File: config.mk
export PLATFORM = sky130hd
export DESIGN_NAME = megarom_spi_master
export DESIGN_NICKNAME = d
export VERILOG_FILES = /design/src/rtl/megarom_spi_master_pkg.sv /design/src/rtl/megarom_spi_master_phase_timer.sv /design/src/rtl/megarom_spi_master.sv
export SDC_FILE = /design/constraint.sdc
export NUM_CORES = 1
export LEC_CHECK = 0
export CAP_MARGIN = 5
export CORE_MARGIN = 5
export CORE_UTILIZATION = 41
export CTS_CLUSTER_DIAMETER = 50
export DETAILED_ROUTE_END_ITERATION = 8
export SKIP_LAST_GASP = 1
export SLEW_MARGIN = 30
export SYNTH_ARGS = -nofsm -noshare
export SYNTH_HDL_FRONTEND = slang
export SYNTH_SLANG_ARGS = --single-unit
File: constraint.sdc
create_clock -name clk -period 4.8 [get_ports clk]
set_input_delay 1.2 -clock clk [delete_from_list [all_inputs] [get_ports clk]]
set_output_delay 1.2 -clock clk [all_outputs]
set_load 0.005 [all_outputs]
File: src/rtl/megarom_spi_master_pkg.sv
// Shared definitions for the MegaROM SPI link between this master and the
// CPLD-side receiver: op encodings, fixed lock/unlock frames, 32-bit frame
// field positions, the master FSM state type and a frame builder.
package megarom_spi_master_pkg;

  typedef enum logic [1:0] {
    OP_WRITE  = 2'b00,
    OP_READ   = 2'b01,
    OP_LOCK   = 2'b10,   // disable BBC access
    OP_UNLOCK = 2'b11    // enable BBC access
  } op_e;

  localparam int unsigned FRAME_BITS = 32;
  localparam int unsigned ADDR_W     = 19;

  // Frame field positions
  localparam int unsigned ADDR_MSB   = 31;
  localparam int unsigned ADDR_LSB   = 13;
  localparam int unsigned RNW_BIT    = 12;
  localparam int unsigned WDATA_MSB  = 11;
  localparam int unsigned WDATA_LSB  = 4;

  localparam logic [31:0] FRAME_LOCK   = 32'hFFFF_FF00;
  localparam logic [31:0] FRAME_UNLOCK = 32'hFFFF_FFFF;

  typedef enum logic [2:0] {
    ST_IDLE,
    ST_SETUP,
    ST_SCK_LO,
    ST_SCK_HI,
    ST_HOLD,
    ST_GAP
  } spi_state_e;

  function automatic logic [31:0] build_frame(input op_e        op,
                                              input logic [18:0] addr,
                                              input logic [7:0]  wdata);
    logic [31:0] f;
    f = '0;
    unique case (op)
      OP_WRITE: begin
        f[ADDR_MSB:ADDR_LSB]   = addr;
        f[RNW_BIT]             = 1'b0;
        f[WDATA_MSB:WDATA_LSB] = wdata;
      end
      OP_READ: begin
        f[ADDR_MSB:ADDR_LSB] = addr;
        f[RNW_BIT]           = 1'b1;
      end
      OP_LOCK:   f = FRAME_LOCK;
      OP_UNLOCK: f = FRAME_UNLOCK;
      default:   f = '0;
    endcase
    return f;
  endfunction

endpackage

File: src/rtl/megarom_spi_master_phase_timer.sv
// spi_phase_timer: counts DIV clk cycles per SPI phase and raises a
// one-cycle phase_end strobe in the last cycle of each phase.
// Ports:
//   clk       - system clock
//   rst_n     - asynchronous active-low reset
//   clear     - hold the count at zero (no strobe while asserted)
//   phase_end - high in the final cycle of every DIV-cycle phase
module spi_phase_timer #(
  parameter int unsigned DIV = 1
) (
  input  logic clk,
  input  logic rst_n,
  input  logic clear,
  output logic phase_end
);

  logic [7:0] cnt;

  assign phase_end = !clear && (cnt == 8'(DIV - 1));

  always_ff @(posedge clk or negedge rst_n) begin
    if (!rst_n) begin
      cnt <= '0;
    end else if (clear || phase_end) begin
      cnt <= '0;
    end else begin
      cnt <= cnt + 8'd1;
    end
  end

endmodule

File: src/rtl/megarom_spi_master.sv
// megarom_spi_master: issues one 32-bit SPI mode-0 frame per accepted
// command to the CPLD (write, read, lock, unlock) and reports completion.
// Ports:
//   clk, nRST                      - clock, async active-low reset
//   cmd_valid/cmd_ready            - command handshake (ready only in IDLE)
//   cmd_op, cmd_addr, cmd_wdata    - command fields, latched on accept
//   rsp_valid                      - one-cycle pulse when a frame completes
//   rsp_rdata                      - last 8 bits received, held until next frame
//   cpld_SS, cpld_SCK, cpld_MOSI   - SPI outputs to CPLD
//   cpld_MISO                      - SPI input from CPLD
module megarom_spi_master
  import megarom_spi_master_pkg::*;
#(
  parameter int unsigned SCK_DIV = 1,
  parameter int unsigned SS_GAP  = 2
) (
  input  logic        clk,
  input  logic        nRST,
  input  logic        cmd_valid,
  output logic        cmd_ready,
  input  logic [1:0]  cmd_op,
  input  logic [18:0] cmd_addr,
  input  logic [7:0]  cmd_wdata,
  output logic        rsp_valid,
  output logic [7:0]  rsp_rdata,
  output logic        cpld_SS,
  output logic        cpld_SCK,
  output logic        cpld_MOSI,
  input  logic        cpld_MISO
);

  spi_state_e  state;
  logic [30:0] tx_rest;   // frame bits still to send; cpld_MOSI holds the current bit
  logic [31:0] rx_sr;
  logic [5:0]  bit_cnt;
  logic [7:0]  gap_cnt;
  logic [31:0] new_frame;
  logic        phase_end;
  logic        timer_clear;
  logic        unused_rx_top;

  assign new_frame     = build_frame(op_e'(cmd_op), cmd_addr, cmd_wdata);
  assign timer_clear   = (state == ST_IDLE) || (state == ST_GAP);
  // Only the low byte is reported; the oldest received bit falls off the end.
  assign unused_rx_top = rx_sr[31];

  spi_phase_timer #(
    .DIV (SCK_DIV)
  ) u_phase_timer (
    .clk       (clk),
    .rst_n     (nRST),
    .clear     (timer_clear),
    .phase_end (phase_end)
  );

  always_ff @(posedge clk or negedge nRST) begin
    if (!nRST) begin
      state     <= ST_IDLE;
      cmd_ready <= 1'b0;
      rsp_valid <= 1'b0;
      rsp_rdata <= '0;
      cpld_SS   <= 1'b1;
      cpld_SCK  <= 1'b0;
      cpld_MOSI <= 1'b0;
      tx_rest   <= '0;
      rx_sr     <= '0;
      bit_cnt   <= '0;
      gap_cnt   <= '0;
    end else begin
      rsp_valid <= 1'b0;
      unique case (state)
        ST_IDLE: begin
          cmd_ready <= 1'b1;
          if (cmd_valid && cmd_ready) begin
            cmd_ready <= 1'b0;
            cpld_SS   <= 1'b0;
            cpld_MOSI <= new_frame[31];
            tx_rest   <= new_frame[30:0];
            rx_sr     <= '0;
            bit_cnt   <= 6'd32;
            state     <= ST_SETUP;
          end
        end

        ST_SETUP: begin
          if (phase_end) begin
            state <= ST_SCK_LO;
          end
        end

        ST_SCK_LO: begin
          if (phase_end) begin
            cpld_SCK <= 1'b1;
            state    <= ST_SCK_HI;
          end
        end

        ST_SCK_HI: begin
          // MISO is sampled in the last high cycle; the next MOSI bit
          // appears together with the falling SCK edge.
          if (phase_end) begin
            cpld_SCK <= 1'b0;
            rx_sr    <= {rx_sr[30:0], cpld_MISO};
            bit_cnt  <= bit_cnt - 6'd1;
            if (bit_cnt == 6'd1) begin
              state <= ST_HOLD;
            end else begin
              cpld_MOSI <= tx_rest[30];
              tx_rest   <= {tx_rest[29:0], 1'b0};
              state     <= ST_SCK_LO;
            end
          end
        end

        ST_HOLD: begin
          if (phase_end) begin
            cpld_SS   <= 1'b1;
            cpld_MOSI <= 1'b0;
            rsp_valid <= 1'b1;
            rsp_rdata <= rx_sr[7:0];
            gap_cnt   <= 8'(SS_GAP - 1);
            state     <= ST_GAP;
          end
        end

        ST_GAP: begin
          if (gap_cnt == 8'd0) begin
            cmd_ready <= 1'b1;
            state     <= ST_IDLE;
          end else begin
            gap_cnt <= gap_cnt - 8'd1;
          end
        end

        default: state <= ST_IDLE;
      endcase
    end
  end

endmodule

==> impl_metrics.py <==
metrics = {
    "routing": {
        "wire_per_inst_um": 14.1,
        "drt_wl_total_um": 7720,
        "drc": 0,
        "first_iter_violations": 134,
        "num_vias": 2830,
        "vias_per_cell": 5.18,
        "highest_layer": "met4",
        "wl_met2_um": 3570,
        "drt-met1-wl_um": 3760,
        "firstDrtPassIters": 4,
        "ant_nets": 0,
        "met3WireLength_um": 305,
    },
    "grt": {
        "grt_first_pass_wirelength_um": 13400,
        "antenna_found_initial": 0,
        "overflow": 0,
        "grt_pass1_vias": 2816,
        "grtUsageTotal_pct": 14.2,
        "grt_max_degree": 78,
    },
    "clock_network": {
        "cts_root_buffer": "clkbuf_8",
        "cts_setup_buffers": 0,
        "clk_pin_slew_worst_paths_ps": 80,
        "cts.sink_count": 77,
        "clock_latency_ps": 350,
        "ctsResizeCount": 0,
        "cts_tree": "yes",
        "htreeDepth": 3,
        "ctsHoldBuffers": 0,
        "clk_path_buf_depth": 2,
        "numCtsBuffers": 9,
    },
    "timing": {
        "tns_ps": 0,
        "hold_viol": 0,
        "finalClockSkew_ps": 7.33,
        "setup_viol": 0,
        "period_minus_slack_ps": 3170,
        "fin_crit_sh_pct": 66.0,
        "worstMarginPinSlew_ps": 875,
        "fmax_ghz": 0.316,
        "rsz0062_at_grt": "no",
        "relSlewSlack_pct": 41.4,
        "drv_slew": 0,
    },
    "power_and_ir_drop": {
        "vdd_drop_max_uv": 213,
        "cellLeakagePower_nw": 1.98,
        "p_per_area_nw_per_um2": 621,
    },
    "placement": {
        "place.gp.congestion": 0.764,
        "dp_hpwl_um": 5230,
        "post_dp_cell_area_um2": 4450,
        "portBuffers": 45,
    },
    "flow_run": {
        "cap_violations": 0,
    },
    "layout": {
        "layout.cells.most_common_list": "dfrtp_1 (76), nand2_1 (47), clkdlybuf4s50_1 (44)",
        "regArea_um2": 1930,
        "fin_util_pct": 50.6,
        "fillers": 867,
        "final_common_cell": "dfrtp_1",
        "drive_above_1_share_pct": 17.7,
        "diodes": 0,
        "syn_to_final_growth_pct": 19.8,
        "fin_area_um2": 4670,
        "multi_input_area_um2": 1830,
        "nNetsFinal": 451,
    },
    "floorplanning": {
        "start_util_pct": 42.2,
        "io_pins": 46,
        "dieArea_um2": 11600,
        "die_w_um": 108,
        "core_area_um2": 9240,
        "num_rows": 35,
        "die_y_um": 108,
    },
    "setup_path": {
        "crit_arrival_ps": 3410,
        "r2r-end": "tx_rest[24]$_DFFE_PN0P_",
        "cp_max_fo": 16,
        "start_kind": "primary input",
        "worstSetupPathType": "in2reg",
        "critical_path_required_ps": 5040,
        "reg2reg_depth": 7,
        "ff2ff_setup_slack_ps": 2210,
        "r2r-start": "u_phase_timer.cnt[0]$_DFF_PN0_",
        "cp-end-kind": "register",
    },
    "yosys": {
        "ys_seq_area_share_pct": 49.4,
        "ys_types": 55,
        "yosysWarnings": 0,
        "syn_nets": 411,
        "syn_area_um2": 3900,
        "yosys.area.top_type_share_pct": 48.7,
        "synth_edf_count": 0,
        "syn_inst": 372,
        "ys_seq_elements": 77,
        "async_flop_share_pct": 100,
        "synth_area_per_cell_um2": 10.5,
        "ys_top_cells_by_area": "dfrtp_1 (49%), mux2_2 (11%), nand2_1 (4.5%)",
        "synth_top_area_cell": "dfrtp_1",
        "ys.flop_type": "dfrtp_1",
    },
    "min_path": {
        "hold_depth": 1,
        "hold_start": "rsp_rdata[6]$_DFFE_PN0P_",
        "hp-class": "reg2reg",
        "holdPathEnd": "rsp_rdata[6]$_DFFE_PN0P_",
    },
    "run_status": {
        "status": "complete, no violations",
    },
}
==> area by class of cell <==
cell class | instances | share of cell area [%]
sequential | 77 | 41.3
tap | 129 | 3.45
multi-input combinational | 260 | 39.1
inverter | 16 | 1.29
clock buffer | 9 | 2.65
timing repair buffer | 48 | 10.1
clock inverter | 7 | 2.12
==> how the worst max path moves through the flow <==
stage / slack (ps) / depth (start not counted) / endpoint / start
after floorplan: 2340 / 5 / tx_rest[0]$_DFFE_PN0P_ / cmd_valid
after global placement: 1290 / 6 / tx_rest[21]$_DFFE_PN0P_ / cmd_valid
after detailed placement: 1250 / 6 / tx_rest[24]$_DFFE_PN0P_ / cmd_valid
after CTS: 1630 / 6 / tx_rest[24]$_DFFE_PN0P_ / cmd_valid
after global routing: 1520 / 6 / tx_rest[20]$_DFFE_PN0P_ / cmd_valid
final: 1630 / 6 / tx_rest[24]$_DFFE_PN0P_ / cmd_valid
==> state kept, by name, summed over array words and instances (netlist names) <==
| register | flops |
|---|---|
| tx_rest | 31 |
| gap_cnt | 8 |
| rsp_rdata | 8 |
| rx_sr | 8 |
| u_phase_timer.cnt | 8 |
| bit_cnt | 6 |
| state | 3 |
| cmd_ready | 1 |
| cpld_MOSI | 1 |
| cpld_SCK | 1 |
| cpld_SS | 1 |
| rsp_valid | 1 |
==> cell usage after synthesis, types with 2 or more instances <==
cell type  instances
xnor2_1            4
or2_2              2
nor3_1             7
xor2_1             8
or3_1              4
o21ai_1            2
inv_1             16
buf_2              9
nand2_1           47
a21oi_1           16
nand3b_1           2
and3b_1            2
or3b_2             4
a311oi_1           3
dfrtp_1           76
a211oi_1           5
and2_1             3
or4_1              3
ha_1               6
o21ai_0           28
nand3_1            8
o31ai_1            5
a22o_1             9
nor4_4             2
clkbuf_1           8
nor2_1            20
mux2_2            39
and3_1             2
mux2i_1            3
a2bb2oi_1          2
o311ai_0           2
nand2b_1           2
==> cell families (layout without fill, tap and decap cells) <==
kind of cell | after synthesis | after routing | synth area share (%)
buffers and inverters | 35 | 80 | 3.94
flip-flops | 77 | 77 | 49.4
AND/OR/NAND/NOR | 113 | 113 | 15.4
XOR/XNOR | 12 | 12 | 2.69
adder cells (fa/ha/maj) | 7 | 7 | 2.18
multiplexers | 42 | 42 | 12.0
AO/OA/AOI/OAI | 86 | 86 | 14.4
==> routing by layer <==
metal	track usage [%]	vias up
li1	-	1404
met1	19.2	1386
met3	3.84	9
met4	4.60	0
met2	22.3	31
met5	0	-
==> per-stage QoR <==
| stage | hold slack [ps] | cells | setup slack (ps) | power, W |
|---|---|---|---|---|
| finish | 510 | 546 | 1630 | 0.00290 |
| global route | 527 | 546 | 1520 | 0.00314 |
| CTS | 515 | 546 | 1630 | 0.00294 |
| detailed placement | 496 | 530 | 1250 | 0.00239 |
| global placement | 490 | 530 | 1290 | 0.00235 |
| floorplan | 467 | 372 | 2340 | 0.00205 |
==> critical path, cell delays in order <==
cell,delay (ps)
clkdlybuf4s50_1,490
and4bb_2,260
o21ai_1,220
a21oi_4,520
buf_4,340
mux2_2,370
==> where the power goes <==
group	switching, W	internal (W)	total, W	leakage [nW]
clock network	0.000244	0.000295	0.000540	0.110
logic	0.000600	0.000646	0.00125	0.909
registers	0.000198	0.000916	0.00111	0.960
(Power assumes the default switching activity.)
